### config.mk
export PLATFORM = sky130hd
export DESIGN_NAME = uart_xcvr
export DESIGN_NICKNAME = d
export VERILOG_FILES = /design/src/rtl/uart_xcvr.sv
export SDC_FILE = /design/constraint.sdc
export NUM_CORES = 1
export LEC_CHECK = 0
export CORE_UTILIZATION = 35
export CTS_CLUSTER_DIAMETER = 40
export CTS_CLUSTER_SIZE = 40
export DETAILED_ROUTE_END_ITERATION = 6
export GPL_TIMING_DRIVEN = 1
export PLACE_DENSITY = 0.49
export SLEW_MARGIN = 30
export SYNTH_ARGS = -nofsm -noshare
export SYNTH_HDL_FRONTEND = slang
export SYNTH_SLANG_ARGS = --single-unit
export TNS_END_PERCENT = 5
### constraint.sdc
create_clock -name clk -period 3.1 [get_ports clk]
set_clock_uncertainty 0.05 [all_clocks]
set_input_delay 0.775 -clock clk [delete_from_list [all_inputs] [get_ports clk]]
set_output_delay 0.775 -clock clk [all_outputs]
set_load 0.01 [all_outputs]
### src/rtl/uart_xcvr.sv
// UART transceiver: valid/ready word interface to serial tx/rx pins, with a configurable
// bit period, data width, parity, stop bits, and a first-word-fall-through RX FIFO.
module uart_xcvr #(
   parameter int CLKS_PER_BIT = 217,
   parameter int DATA_BITS    = 8,
   parameter int PARITY       = 0,
   parameter int STOP_BITS    = 1,
   parameter int FIFO_DEPTH   = 16
) (
   input  logic                          clk,
   input  logic                          rst_n,
   input  logic [DATA_BITS-1:0]          tx_data,
   input  logic                          tx_valid,
   output logic                          tx_ready,
   output logic                          uart_tx,
   input  logic                          uart_rx,
   output logic [DATA_BITS-1:0]          rx_data,
   output logic                          rx_perr,
   output logic                          rx_valid,
   input  logic                          rx_ready,
   output logic [$clog2(FIFO_DEPTH):0]   rx_count,
   output logic                          rx_frame_err,
   output logic                          rx_overrun,
   input  logic                          err_clr
);

   localparam int CNT_W = $clog2(CLKS_PER_BIT);
   localparam int AW    = $clog2(FIFO_DEPTH);
   localparam int CW    = AW + 1;
   localparam logic [CNT_W-1:0] BIT_LAST  = CNT_W'(CLKS_PER_BIT - 1);
   localparam logic [CNT_W-1:0] HALF_LAST = CNT_W'(CLKS_PER_BIT / 2 - 1);
   localparam logic [2:0]       DATA_LAST = 3'(DATA_BITS - 1);
   localparam logic [2:0]       STOP_LAST = 3'(STOP_BITS - 1);

   // Parity bit that goes on the wire for a given character.
   function automatic logic par_of(input logic [DATA_BITS-1:0] d);
      return (PARITY == 1) ? ~(^d) : (^d);
   endfunction

   // ---------------- transmitter ----------------
   typedef enum logic [2:0] {TX_IDLE, TX_START, TX_DATA, TX_PARITY, TX_STOP} tx_state_t;

   tx_state_t              tx_state, tx_state_nxt;
   logic [CNT_W-1:0]       tx_cnt, tx_cnt_nxt;
   logic [2:0]             tx_bit, tx_bit_nxt;
   logic [DATA_BITS-1:0]   tx_shift, tx_shift_nxt;
   logic                   tx_par, tx_par_nxt;
   logic                   tx_line_nxt;
   logic                   tx_bit_end;

   always_ff @(posedge clk or negedge rst_n) begin
      if (!rst_n) begin
         tx_state <= TX_IDLE;
         tx_cnt   <= '0;
         tx_bit   <= '0;
         tx_shift <= '0;
         tx_par   <= 1'b0;
         uart_tx  <= 1'b1;
      end else begin
         tx_state <= tx_state_nxt;
         tx_cnt   <= tx_cnt_nxt;
         tx_bit   <= tx_bit_nxt;
         tx_shift <= tx_shift_nxt;
         tx_par   <= tx_par_nxt;
         uart_tx  <= tx_line_nxt;
      end
   end

   always_comb begin
      tx_state_nxt = tx_state;
      tx_cnt_nxt   = '0;
      tx_bit_nxt   = tx_bit;
      tx_shift_nxt = tx_shift;
      tx_par_nxt   = tx_par;
      tx_ready     = 1'b0;
      tx_line_nxt  = 1'b1;
      tx_bit_end   = (tx_cnt == BIT_LAST);
      if (tx_state != TX_IDLE && !tx_bit_end)
         tx_cnt_nxt = tx_cnt + 1'b1;
      case (tx_state)
         TX_IDLE:  tx_ready = 1'b1;
         TX_START: if (tx_bit_end) begin
            tx_state_nxt = TX_DATA;
            tx_bit_nxt   = '0;
         end
         TX_DATA: if (tx_bit_end) begin
            tx_shift_nxt = tx_shift >> 1;
            if (tx_bit == DATA_LAST) begin
               tx_bit_nxt   = '0;
               tx_state_nxt = (PARITY != 0) ? TX_PARITY : TX_STOP;
            end else begin
               tx_bit_nxt = tx_bit + 1'b1;
            end
         end
         TX_PARITY: if (tx_bit_end) begin
            tx_state_nxt = TX_STOP;
            tx_bit_nxt   = '0;
         end
         TX_STOP: if (tx_bit_end) begin
            if (tx_bit == STOP_LAST) begin
               tx_ready     = 1'b1;
               tx_state_nxt = TX_IDLE;
            end else begin
               tx_bit_nxt = tx_bit + 1'b1;
            end
         end
         default: tx_state_nxt = TX_IDLE;
      endcase
      // Ready in the final stop cycle lets the next start bit follow with no idle gap.
      if (tx_ready && tx_valid) begin
         tx_state_nxt = TX_START;
         tx_shift_nxt = tx_data;
         tx_par_nxt   = par_of(tx_data);
         tx_bit_nxt   = '0;
         tx_cnt_nxt   = '0;
      end
      case (tx_state_nxt)
         TX_START:  tx_line_nxt = 1'b0;
         TX_DATA:   tx_line_nxt = tx_shift_nxt[0];
         TX_PARITY: tx_line_nxt = tx_par_nxt;
         default:   tx_line_nxt = 1'b1;
      endcase
   end

   // ---------------- receiver ----------------
   typedef enum logic [2:0] {RX_IDLE, RX_START, RX_DATA, RX_PARITY, RX_STOP, RX_WAIT_IDLE} rx_state_t;

   rx_state_t              rx_state, rx_state_nxt;
   logic [1:0]             rx_sync, rx_prime;
   logic                   rx_armed, rx_s;
   logic [CNT_W-1:0]       rx_cnt, rx_cnt_nxt;
   logic [2:0]             rx_bit, rx_bit_nxt;
   logic [DATA_BITS-1:0]   rx_shift, rx_shift_nxt;
   logic                   rx_pe, rx_pe_nxt;
   logic                   rx_push, ferr_set, rx_samp;

   assign rx_s = rx_sync[1];

   // The line must be seen high after reset before a low can count as a start bit.
   always_ff @(posedge clk or negedge rst_n) begin
      if (!rst_n) begin
         rx_sync  <= 2'b11;
         rx_prime <= 2'b00;
         rx_armed <= 1'b0;
         rx_state <= RX_IDLE;
         rx_cnt   <= '0;
         rx_bit   <= '0;
         rx_shift <= '0;
         rx_pe    <= 1'b0;
      end else begin
         rx_sync  <= {rx_sync[0], uart_rx};
         rx_prime <= {rx_prime[0], 1'b1};
         rx_armed <= rx_armed | (rx_prime[1] & rx_s);
         rx_state <= rx_state_nxt;
         rx_cnt   <= rx_cnt_nxt;
         rx_bit   <= rx_bit_nxt;
         rx_shift <= rx_shift_nxt;
         rx_pe    <= rx_pe_nxt;
      end
   end

   always_comb begin
      rx_state_nxt = rx_state;
      rx_cnt_nxt   = rx_cnt + 1'b1;
      rx_bit_nxt   = rx_bit;
      rx_shift_nxt = rx_shift;
      rx_pe_nxt    = rx_pe;
      rx_push      = 1'b0;
      ferr_set     = 1'b0;
      rx_samp      = (rx_cnt == BIT_LAST);
      case (rx_state)
         RX_IDLE: begin
            rx_cnt_nxt = '0;
            if (rx_armed && !rx_s)
               rx_state_nxt = RX_START;
         end
         RX_START: if (rx_cnt == HALF_LAST) begin
            rx_cnt_nxt   = '0;
            rx_bit_nxt   = '0;
            rx_pe_nxt    = 1'b0;
            rx_state_nxt = rx_s ? RX_IDLE : RX_DATA;
         end
         RX_DATA: if (rx_samp) begin
            rx_cnt_nxt   = '0;
            rx_shift_nxt = {rx_s, rx_shift[DATA_BITS-1:1]};
            if (rx_bit == DATA_LAST) begin
               rx_bit_nxt   = '0;
               rx_state_nxt = (PARITY != 0) ? RX_PARITY : RX_STOP;
            end else begin
               rx_bit_nxt = rx_bit + 1'b1;
            end
         end
         RX_PARITY: if (rx_samp) begin
            rx_cnt_nxt   = '0;
            rx_pe_nxt    = rx_s ^ par_of(rx_shift);
            rx_state_nxt = RX_STOP;
         end
         RX_STOP: if (rx_samp) begin
            rx_cnt_nxt = '0;
            if (rx_s) begin
               rx_push      = 1'b1;
               rx_state_nxt = RX_IDLE;
            end else begin
               ferr_set     = 1'b1;
               rx_state_nxt = RX_WAIT_IDLE;
            end
         end
         RX_WAIT_IDLE: begin
            rx_cnt_nxt = '0;
            if (rx_s)
               rx_state_nxt = RX_IDLE;
         end
         default: rx_state_nxt = RX_IDLE;
      endcase
   end

   // ---------------- RX FIFO and status ----------------
   logic [DATA_BITS:0]  mem [FIFO_DEPTH];
   logic [DATA_BITS:0]  head;
   logic [AW-1:0]       wr_ptr, rd_ptr;
   logic                full, do_pop, do_push;

   assign full     = (rx_count == CW'(FIFO_DEPTH));
   assign rx_valid = (rx_count != '0);
   assign do_pop   = rx_valid && rx_ready;
   assign do_push  = rx_push && (!full || do_pop);
   assign head     = mem[rd_ptr];
   assign rx_data  = rx_valid ? head[DATA_BITS-1:0] : '0;
   assign rx_perr  = rx_valid ? head[DATA_BITS] : 1'b0;

   always_ff @(posedge clk) begin
      if (do_push)
         mem[wr_ptr] <= {rx_pe, rx_shift};
   end

   always_ff @(posedge clk or negedge rst_n) begin
      if (!rst_n) begin
         wr_ptr       <= '0;
         rd_ptr       <= '0;
         rx_count     <= '0;
         rx_frame_err <= 1'b0;
         rx_overrun   <= 1'b0;
      end else begin
         if (do_push)
            wr_ptr <= wr_ptr + 1'b1;
         if (do_pop)
            rd_ptr <= rd_ptr + 1'b1;
         case ({do_push, do_pop})
            2'b10:   rx_count <= rx_count + 1'b1;
            2'b01:   rx_count <= rx_count - 1'b1;
            default: rx_count <= rx_count;
         endcase
         rx_frame_err <= ferr_set | (rx_frame_err & ~err_clr);
         rx_overrun   <= (rx_push & full & ~do_pop) | (rx_overrun & ~err_clr);
      end
   end

endmodule

---- Yosys cells after proc, flatten, opt, wreduce, memory -nomap -nowiden ----
Memory sizes are Yosys's and may differ from the RTL's.
Cells that the tools add are included.
word-level totals
  register bits after elaboration ......... 67
  memory bits (writable) .................. 144
  logic and storage cells ................. 158
  memories ................................ 1
  input bits .............................. 14
  output and inout bits ................... 19
cells by class
  equal/unequal tests ..................... 31
  reductions and logical operators ........ 31
  mux-type cells .......................... 56
  bitwise gates (word level) .............. 11
  add/sub/neg operators ................... 8
memories
  name  words  bits a word  rd ports  clocked after memory_dff  wr ports  RTL line  source
  mem   16     9            1         0                         1         218       logic [DATA_BITS:0] mem [FIFO_DEPTH];
operators with widths
  operator             number
  $mux 3               24
  $mux 8               8
  $pmux 8 s3           1
  $eq 3x2->1 const B   6
  $pmux 3 s6           1
  $add 8x1->8 const B  2
  $eq 8x8->1 const B   2
  $reduce_xor 8->1     2
  $eq 3x3->1 const B   5
  $pmux 3 s5           1
  $mux 1               14
  $ne 2x2->1 const B   7
  $pmux 5 s2           1
  $reduce_bool 2->1    5
  $eq 3x1->1 const B   3
  $logic_not 3->1      3
  $ne 3x3->1 const B   3
  $pmux 3 s3           1
  $add 4x1->4 const B  2
  $eq 8x7->1 const B   1
  $reduce_and 7->1     1
  $add 3x1->3 const B  2
  $pmux 3 s2           1
  $reduce_and 3->1     2
  23 further kinds     39

---- Depth between registers and ports, before layout ----
Gate-level depths: netlist of the first run.
  depth in word-level cells ............... 8
  mapped depth ............................ 12
  mapped depth without buffers ............ 12

---- Least setup slack after synthesis of the first run ----
No wires, ideal clock.
  path type ............................... register to output
  from .................................... register rd_ptr[0]
  to ...................................... output rx_data[0]
  stages on the path, launching flop included .. 5
  buffers on the path ..................... 1
  data required time ...................... 2.275 ns
  path slack .............................. 0.230 ns
  data arrival time ....................... 2.045 ns
  path through ............................ dfrtp_1 > clkbuf_1 > mux4_2 > mux4_2 > nor2b_1
on the way
  longest elaborated chain between the ends .. 2
ends and longest elaborated chain
  element                 RTL line  source
  from (decl)             220       logic [AW-1:0] wr_ptr, rd_ptr;
  from (signal assigned)  247       rd_ptr <= rd_ptr + 1'b1;
  $mem_v2 16x9            -
  $mux 8                  228       assign rx_data = rx_valid ? head[DATA_BITS-1:0] : '0;
  to (decl)               17        output logic [DATA_BITS-1:0] rx_data,
Every way passes these cells.

---- Worst setup path in the final report of the first run ----
  from .................................... register rd_ptr[0]
  to ...................................... output rx_data[3]
Same word-level chain as after synthesis.

==> flow_summary.yaml, run 1 <==
outcome:
  status: "finished, violations left"
  violations: "negative setup slack"
job:
  drv_cap: 0
synth:
  syn_area_per_cell_um2: 16.0
  syn-cell-area_mm2: 0.00904
  synth_edf_count: 144
  ys.flop_type: "edfxtp_1"
  syn_inst: 566
  synth-seq-cells: 211
  yosys.area.top_type: "edfxtp_1"
  synth_top_area_frac: 0.478
  synthArstFlopShare: 0.318
  yosysSeqAreaShare: 0.664
  synthTopCellsByArea: "edfxtp_1, dfrtp_1, mux4_2, xnor2_1, ha_1"
  syn_nets: 598
  ys_types: 64
  yosysWarnings: 0
layout:
  antenna_cells: 0
  seqCellArea_mm2: 0.00601
  fin_nets: 692
  layout-drive-gt1-share: 0.274
  syn_to_final_growth_pct: 25.3
  multi_input_area_mm2: 0.00290
  fill_cells: 2224
  finalCoreUtilization: 0.448
die:
  die-height_um: 163
  io_pins: 33
  die_w_um: 163
  dieArea_mm2: 0.0265
  core_area_mm2: 0.0253
  rows: 58
  start_util: 0.358
critical_path:
  path_class: "reg -> out"
  start_kind: "flop"
  required_ns: 2.27
  cp-end-kind: "primary output"
  crit_path_max_fanout: 5
  startpoint: "rd_ptr[0]"
  worstPathArrival_ns: 2.47
  r2r_start: "rx_cnt[0]"
pwr:
  power.switching_mw: 2.17
  power_frac_seq: 0.388
  clkPwrFrac: 0.439
  p_leak_nw: 4.64
  ir_drop_mv: 0.368
  p_per_area_mw_per_mm2: 747
  pwr-share-comb: 0.172
  intPower_mw: 6.29
  switching_share: 0.257
grt:
  use_met3: 0.0280
  met1_usage: 0.186
  grt_pass1_wl_um: 29300
  overflow: 0
  grt.busiest_layer: "met2"
  grt_max_degree: 68
  track_usage: 0.146
  grt_antenna_before_repair: 0
  grt_pass1_vias: 5274
  grtUsageMet2: 0.248
sta:
  finalHoldViolations: 0
  setup_ws_ns: -0.192
  fmax_mhz: 304
  drv_slew: 0
  maxSlewHeadroom: 0.545
  worstMarginPinSlew_ns: 0.683
  min_period_ns: 3.29
  rsz0062_at_grt: "true"
  setup_viol: 9
  period_share: 1.06
  timing.setup.tns_ns: -1.49
clocking:
  ctsHoldBuffers: 0
  htree_levels: 2
  cts_sinks: 211
  cts_buffers: 34
  clk_latency_ns: 0.49
  clk_path_buf_depth: 3
  clk_pin_slew_ns: 0.05
  cts_tree: "built"
  clockRootBuffer: "clkbuf_16"
place:
  gp_congestion: 0.755
  io_buffers: 32
  dp_hpwl_um: 11900
detailed_routing:
  vias: 4981
  ant_nets: 0
  finalWirelength_um: 18200
  via_per_inst: 4.90
  first_iter_violations: 312
  drc: 0
  wl_per_cell_um: 18.0
  dr.pass1.iters: 4
min_path:
  hp-class: "in -> async"
==> final timing paths <==
| path | endpoint | slack [ns] | cells after the start |
|---|---|---|---|
| setup reg to reg | rx_count[3] | 0.27 | 11 |
| hold / removal | rx_cnt[1] | 0.24 | 1 |
| setup / recovery | rx_data[3] | -0.19 | 6 |
| hold reg to reg | rx_prime[1] | 0.30 | 0 |
| max in group asynchronous | rd_ptr[0] | 2.31 | 1 |
| min in group clk | rx_prime[1] | 0.30 | 0 |
==> flip-flops by register name, indices dropped and copies added, names as in the netlist, 2 cells and up <==
register  count
tx_cnt        8
mem         144
wr_ptr        4
rx_sync       2
rx_state      3
rx_count      5
rd_ptr        4
tx_state      3
rx_bit        3
rx_prime      2
rx_cnt        8
tx_shift      8
tx_bit        3
rx_shift      8
==> cell type report <==
cell class / count / area share
clock buffer: 40 / 0.0798
clock inverter: 22 / 0.0214
inverter: 23 / 0.00762
multi-input combinational: 313 / 0.256
sequential: 211 / 0.530
tap: 330 / 0.0365
timing repair buffer: 77 / 0.0679
==> synth_stat cells, types with 2 or more instances <==
library cell	count
edfxtp_1	144
mux2_4	2
ha_1	17
buf_2	3
buf_1	5
or3_1	3
nand3_1	8
or3b_1	2
a22o_1	8
nand2b_1	11
nor2b_1	14
o21ai_1	4
or2_2	2
mux2_2	3
nor3_1	7
inv_1	23
nand2_1	43
a21o_1	7
nor2_1	36
xor2_1	9
clkbuf_1	9
o21ai_0	11
and3_1	3
dfstp_2	3
mux4_2	45
o211ai_1	4
o32ai_1	2
o31ai_1	2
dfrtp_1	64
xnor2_1	28
nand4_1	4
mux2i_1	4
a21oi_1	5
==> kinds of logic (layout without fill, tap and decap cells) <==
kind of cell | after synthesis | in the layout | share of synthesized area
AO/OA/AOI/OAI | 54 | 54 | 0.0431
XOR/XNOR | 37 | 37 | 0.0359
adder cells (fa/ha/maj) | 18 | 18 | 0.0258
buffers and inverters | 42 | 162 | 0.0191
flip-flops | 211 | 211 | 0.664
multiplexers | 54 | 54 | 0.124
other | 1 | 1 | 0.000415
AND/OR/NAND/NOR | 149 | 149 | 0.0878
==> per-layer routing <==
| metal | part of all wire | wire length [µm] |
|---|---|---|
| met1 | 0.44 | 8090 |
| met2 | 0.50 | 9190 |
| met3 | 0.034 | 628 |
| met4 | 0.018 | 331 |
| met5 | 0 | 0 |
==> placed cells by master, fill, tap and decap left out, drive strengths merged, types with 3 or more instances in the layout <==
| cell | instances |
|---|---|
| nand2 | 44 |
| a22o | 8 |
| mux2i | 4 |
| o211ai | 4 |
| o21ai | 15 |
| nor3 | 8 |
| buf | 54 |
| clkbuf | 41 |
| dfrtp | 64 |
| mux2 | 5 |
| nand4 | 4 |
| dfstp | 3 |
| clkdlybuf4s50 | 20 |
| and3 | 3 |
| edfxtp | 144 |
| nand3 | 8 |
| xor2 | 9 |
| clkinv | 11 |
| ha | 17 |
| a21o | 8 |
| a21oi | 7 |
| nand2b | 11 |
| xnor2 | 28 |
| inv | 30 |
| mux4 | 45 |
| nor2 | 37 |
| or2 | 3 |
| or3 | 3 |
| nor2b | 14 |
| bufinv | 3 |
==> critical path, stage by stage, from the launching register on <==
cell and delay, ns:
dfrtp_2 0.39, buf_6 0.13, buf_12 0.12, mux4_2 0.49
mux4_2 0.47, nor2b_1 0.16, clkdlybuf4s15_2 0.22
==> power by group through the flow <==
stage	logic (mW)	registers [mW]	clock network (mW)
after floorplan	0.883	3.26	0
after global placement	1.24	3.33	0
after detailed placement	1.27	3.34	0
after CTS	1.58	3.28	3.81
after global routing	1.61	3.31	3.93
final	1.46	3.29	3.72
==> metrics by stage <==
| step | instance area (µm²) | setup WS [ns] | hold WS, ns | instances | power, mW |
|---|---|---|---|---|---|
| floorplan | 9040 | 0.230 | 0.281 | 566 | 4.14 |
| global placement | 10000 | -0.0330 | 0.282 | 946 | 4.57 |
| detailed placement | 10000 | -0.0527 | 0.297 | 946 | 4.61 |
| CTS | 11300 | -0.262 | 0.304 | 1019 | 8.68 |
| global route | 11300 | -0.301 | 0.293 | 1016 | 8.84 |
| finish | 11300 | -0.192 | 0.242 | 1016 | 8.46 |
==> repair_timing <==
item | 4_1_cts | 5_1_grt
resized for setup | 57 | 12
endpoints found under the setup margin | 11 | 12
gates cloned | 3 | 0
setup buffers | 9 | 0
(Power assumes the default switching activity.)
==> run 2: changes to the inputs <==
--- a/config.mk
+++ b/config.mk
@@ -9,9 +9,10 @@
 export CTS_CLUSTER_DIAMETER = 40
 export CTS_CLUSTER_SIZE = 40
 export DETAILED_ROUTE_END_ITERATION = 6
+export GPL_ROUTABILITY_DRIVEN = 0
 export GPL_TIMING_DRIVEN = 1
 export PLACE_DENSITY = 0.49
-export SLEW_MARGIN = 30
+export SKIP_CTS_REPAIR_TIMING = 1
 export SYNTH_ARGS = -nofsm -noshare
 export SYNTH_HDL_FRONTEND = slang
 export SYNTH_SLANG_ARGS = --single-unit
==> flow_summary.yaml, run 2 (synthesized netlist as in run 1, its figures left out) <==
grt:
  overflow: 0
  grt_antenna_before_repair: 0
  grt_pass1_wl_um: 28700
  grt_max_degree: 68
  grt_pass1_vias: 5240
  track_usage: 0.143
critical_path:
  path_class: "reg -> out"
  crit_path_max_fanout: 6
  required_ns: 2.27
  worstPathArrival_ns: 2.61
  start_kind: "flop"
  cp-end-kind: "primary output"
job:
  drv_cap: 0
detailed_routing:
  drc: 0
  wl_per_cell_um: 18.0
  finalWirelength_um: 18400
  dr.pass1.iters: 4
  first_iter_violations: 311
  ant_nets: 0
  via_per_inst: 4.93
  vias: 5018
sta:
  finalHoldViolations: 0
  setup_viol: 10
  drv_slew: 0
  min_period_ns: 3.43
  fmax_mhz: 291
  setup_ws_ns: -0.333
  rsz0062_at_grt: "true"
  maxSlewHeadroom: 0.411
  timing.setup.tns_ns: -2.53
  worstMarginPinSlew_ns: 0.883
  period_share: 1.11
pwr:
  ir_drop_mv: 0.368
  p_leak_nw: 4.68
  p_per_area_mw_per_mm2: 748
die:
  dieArea_mm2: 0.0265
  rows: 58
  core_area_mm2: 0.0253
  io_pins: 33
  die-height_um: 163
  start_util: 0.358
  die_w_um: 163
clocking:
  clockRootBuffer: "clkbuf_16"
  cts_buffers: 34
  clk_pin_slew_ns: 0.05
  cts_sinks: 211
  clk_path_buf_depth: 3
  cts_tree: "built"
  clk_latency_ns: 0.49
  htree_levels: 2
outcome:
  status: "finished, violations left"
  violations: "negative setup slack"
layout:
  antenna_cells: 0
  fin_nets: 694
  stdcell_count: 1018
  syn_to_final_growth_pct: 25.3
  largest_reg_flops: 144
  layout-drive-gt1-share: 0.270
  fill_cells: 2221
  regMostFlops: "mem"
  final_cell_mix: "edfxtp_1, dfrtp_1, mux4_2, nand2_1, clkbuf_16"
  final_common_cell: "edfxtp_1"
  finish.instance_area_mm2: 0.0113
min_path:
  hp-class: "reg -> reg"
place:
  dp_hpwl_um: 11900
  dp_cells: 946
  placed_area_mm2: 0.0100
  io_buffers: 32
run 2: cell types whose count changed in the layout (fill, tap and decap cells not counted), moves of 2 or more:
cell            before  now
buf_4               32   34
clkbuf_16           34   37
buf_8                3    0
buf_2                5    0
dlymetal6s2s_1       0    2
buf_16               2    0
clkbuf_2             1    6
run 2: final timing paths:
check / start / to / slack, ns / cells after the start
hold reg to reg: rx_prime[0] / rx_prime[1] / 0.30 / 0
max in group asynchronous: rst_n / rd_ptr[0] / 2.00 / 1
min in group asynchronous: rst_n / rx_cnt[1] / 0.36 / 1
setup / recovery: rd_ptr[0] / rx_data[3] / -0.33 / 7
setup reg to reg: rx_cnt[0] / rx_count[3] / 0.27 / 11
hold / removal: rx_prime[0] / rx_prime[1] / 0.30 / 0
run 2: worst max-delay path: stages (launching register included):
cell	delay [ns]
dfrtp_4	0.53
buf_6	0.14
clkbuf_16	0.15
buf_6	0.12
mux4_2	0.40
mux4_2	0.50
nor2b_4	0.15
buf_6	0.11
run 2: metrics by stage:
step / utilization / hold WS, ns / power, mW / worst slack (ns)
4_1_cts: 0.442 / 0.304 / 8.37 / -0.583
5_1_grt: 0.449 / 0.307 / 8.85 / -0.407
2_1_floorplan: - / 0.281 / 4.14 / 0.230
3_5_place_dp: 0.397 / 0.297 / 4.61 / -0.0527
6_report: 0.449 / 0.300 / 8.47 / -0.333
3_3_place_gp: 0.397 / 0.282 / 4.57 / -0.0330
run 2: area by class of cell:
| type | instances | area, µm² | area share |
|---|---|---|---|
| Timing Repair Buffer | 79 | 786 | 0.0694 |
| Clock inverter | 22 | 243 | 0.0214 |
| Sequential cell | 211 | 6010 | 0.530 |
| Multi-Input combinational cell | 313 | 2890 | 0.255 |
| Clock buffer | 40 | 903 | 0.0797 |
| Tap cell | 330 | 413 | 0.0364 |
| Inverter | 23 | 86.3 | 0.00762 |
run 2: metal layers:
| metal | wire (µm) | share of wire | track usage |
|---|---|---|---|
| met3 | 765 | 0.042 | 0.0278 |
| met1 | 8000 | 0.44 | 0.183 |
| met2 | 9260 | 0.50 | 0.240 |
| met4 | 331 | 0.018 | 0.0506 |
| met5 | 0 | 0 | 0 |
run 2: report_power, final:
| group | total (mW) | internal [mW] | switching, mW |
|---|---|---|---|
| combinational | 1.45 | 0.818 | 0.634 |
| sequential | 3.30 | 3.11 | 0.193 |
| clock | 3.72 | 2.37 | 1.34 |
| total | 8.47 | 6.30 | 2.17 |
==> run 3: changes to the inputs <==
--- a/config.mk
+++ b/config.mk
@@ -5,13 +5,16 @@
 export SDC_FILE = /design/constraint.sdc
 export NUM_CORES = 1
 export LEC_CHECK = 0
+export ABC_AREA = 1
+export CORE_ASPECT_RATIO = 2
+export CORE_MARGIN = 5
 export CORE_UTILIZATION = 35
 export CTS_CLUSTER_DIAMETER = 40
 export CTS_CLUSTER_SIZE = 40
 export DETAILED_ROUTE_END_ITERATION = 6
 export GPL_ROUTABILITY_DRIVEN = 0
 export GPL_TIMING_DRIVEN = 1
-export PLACE_DENSITY = 0.49
+export PLACE_DENSITY = 0.48
 export SKIP_CTS_REPAIR_TIMING = 1
 export SYNTH_ARGS = -nofsm -noshare
 export SYNTH_HDL_FRONTEND = slang
==> flow_summary.yaml, run 3 <==
place:
  place_ws_ns: 0.0434
  dp_hpwl_um: 15700
  dp_cells: 1367
  io_buffers: 32
sta:
  worstMarginPinSlew_ns: 0.915
  drv_slew: 0
  setup_ws_ns: 0.00266
  timing.setup.tns_ns: 0
  fmax_mhz: 323
  period_share: 0.999
  rsz0062_at_grt: "true"
  finalHoldViolations: 0
  maxSlewHeadroom: 0.387
  setup_viol: 0
  min_period_ns: 3.10
detailed_routing:
  first_iter_violations: 363
  ant_nets: 0
  via_per_inst: 4.78
  vias: 6762
  finalWirelength_um: 23900
  dr.pass1.iters: 5
  wl_per_cell_um: 16.9
  drc: 0
layout:
  largest_reg_flops: 144
  regMostFlops: "mem"
  seqCellArea_mm2: 0.00601
  final_common_cell: "nand2_1"
  layout-drive-gt1-share: 0.148
  fin_nets: 1076
  multi_input_area_mm2: 0.00324
  final_cell_mix: "nand2_1, edfxtp_1, nand3_1, nor2_1, inv_1"
  fill_cells: 2728
  syn_to_final_growth_pct: 19.9
  antenna_cells: 0
  stdcell_count: 1414
die:
  start_util: 0.352
  io_pins: 33
  rows: 86
  die-height_um: 245
  dieArea_mm2: 0.0311
  core_area_mm2: 0.0273
  die_w_um: 127
synth:
  yosysWarnings: 0
  yosys-top-cells-count: "nand2_1, edfxtp_1, nand3_1, nor2_1, inv_1"
  synthTopCellsByArea: "edfxtp_1, dfrtp_1, nand2_1, nand3_1, nor2_1"
  synth_fa_ha_area_frac: 0.0242
  yosys.area_share.simple: 0.232
  synth_top_area_frac: 0.449
  ys_types: 45
  synth-compound-area-share: 0.0563
  yosys.area.top_type: "edfxtp_1"
  yosysMostFrequentCell: "nand2_1"
  ys.flop_type: "edfxtp_1"
  syn_area_per_cell_um2: 9.92
  synth_top_family_by_area: "simple AND/OR/NAND/NOR gates"
  synth_edf_count: 144
  syn_inst: 971
  synth-seq-cells: 211
  syn_nets: 1003
  yosysSeqAreaShare: 0.624
  synthArstFlopShare: 0.318
  yosys.area_share.xor_xnor: 0.0136
  syn-cell-area_mm2: 0.00963
  synthMuxAreaShare: 0.00117
critical_path:
  crit_path_max_fanout: 10
  required_ns: 2.27
  start_kind: "flop"
  cp-end-kind: "primary output"
  worstPathArrival_ns: 2.27
  path_class: "reg -> out"
  r2r_cells: 10
grt:
  grtUsageMet2: 0.255
  track_usage: 0.154
  grt_max_degree: 56
  grt_pass1_vias: 6614
  met1_usage: 0.207
  grt.busiest_layer: "met2"
  grt_pass1_wl_um: 37500
  grt_antenna_before_repair: 0
  use_met3: 0.0230
  overflow: 0
clocking:
  clk_latency_ns: 0.53
  cts_tree: "built"
  cts_buffers: 25
  clockRootBuffer: "clkbuf_16"
  htree_levels: 1
  clk_pin_slew_ns: 0.07
  clk_path_buf_depth: 3
  cts_sinks: 211
outcome:
  status: "complete, no violations"
pwr:
  ir_drop_mv: 0.557
  p_per_area_mw_per_mm2: 745
  p_leak_nw: 5.02
  power_mw: 8.61
min_path:
  hp-class: "in -> async"
job:
  drv_cap: 0
==> run 3: cell types whose count changed after synthesis, sizes merged, moves of 7 or more <==
cell	before	now
nand3	8	111
inv	23	89
o31ai	2	9
nand2b	11	0
a21oi	7	39
nor2b	14	0
nor2	37	88
nand2	44	294
o21ai	15	27
a21o	8	0
mux4	45	0
a22o	8	0
xnor2	28	4
==> run 3: area by class of cell <==
type | count | area share
tap | 352 | 0.0381
clock inverter | 20 | 0.0184
inverter | 91 | 0.0301
clock buffer | 25 | 0.0542
timing repair buffer | 74 | 0.0587
sequential | 211 | 0.520
multi-input combinational | 641 | 0.280
==> run 3: final timing paths <==
| check | slack, ns | to | start |
|---|---|---|---|
| max | 0.003 | tx_ready | tx_cnt[0] |
| min | 0.19 | tx_bit[0] | rst_n |
| max reg2reg | 0.49 | mem[11][8] | rx_cnt[0] |
| min reg2reg | 0.30 | rx_sync[1] | rx_sync[0] |
| max in group asynchronous | 2.16 | rx_cnt[4] | rst_n |
| min in group clk | 0.30 | rx_sync[1] | rx_sync[0] |
==> run 3: cell families after synthesis <==
| kind of cell | after synthesis |
|---|---|
| buffers and inverters | 119 |
| adder cells (fa/ha/maj) | 18 |
| other | 1 |
| AO/OA/AOI/OAI | 89 |
| XOR/XNOR | 15 |
| flip-flops | 211 |
| AND/OR/NAND/NOR | 517 |
| multiplexers | 1 |
==> run 3: critical path, stage by stage, from the launching register on <==
cell and delay [ns]:
dfrtp_1 0.40, inv_1 0.08, ha_1 0.15, nand3_1 0.11
inv_1 0.09, nand2_2 0.11, nand2_4 0.16, nand2_1 0.07
inv_1 0.05, clkdlybuf4s50_1 0.53
==> run 3: metrics by stage <==
step / area [µm²] / hold WS, ns / utilization
4_1_cts: 11400 / 0.192 / 0.419
2_1_floorplan: 9630 / 0.281 / -
5_1_grt: 11500 / 0.217 / 0.422
3_5_place_dp: 10600 / 0.296 / 0.388
6_report: 11500 / 0.190 / 0.422
3_3_place_gp: 10600 / 0.284 / 0.388
==> run 3: per-layer routing <==
layer | vias to the layer above | wire length, µm
met1 | 3228 | 10700
met4 | 0 | 620
li1 | 3378 | -
met3 | 32 | 914
met2 | 124 | 11700
met5 | - | 0
==> run 3: report_power, final <==
| part | total [mW] | internal, mW | switching, mW |
|---|---|---|---|
| logic | 2.46 | 0.931 | 1.53 |
| clock network | 2.96 | 1.63 | 1.33 |
| registers | 3.19 | 3.08 | 0.110 |
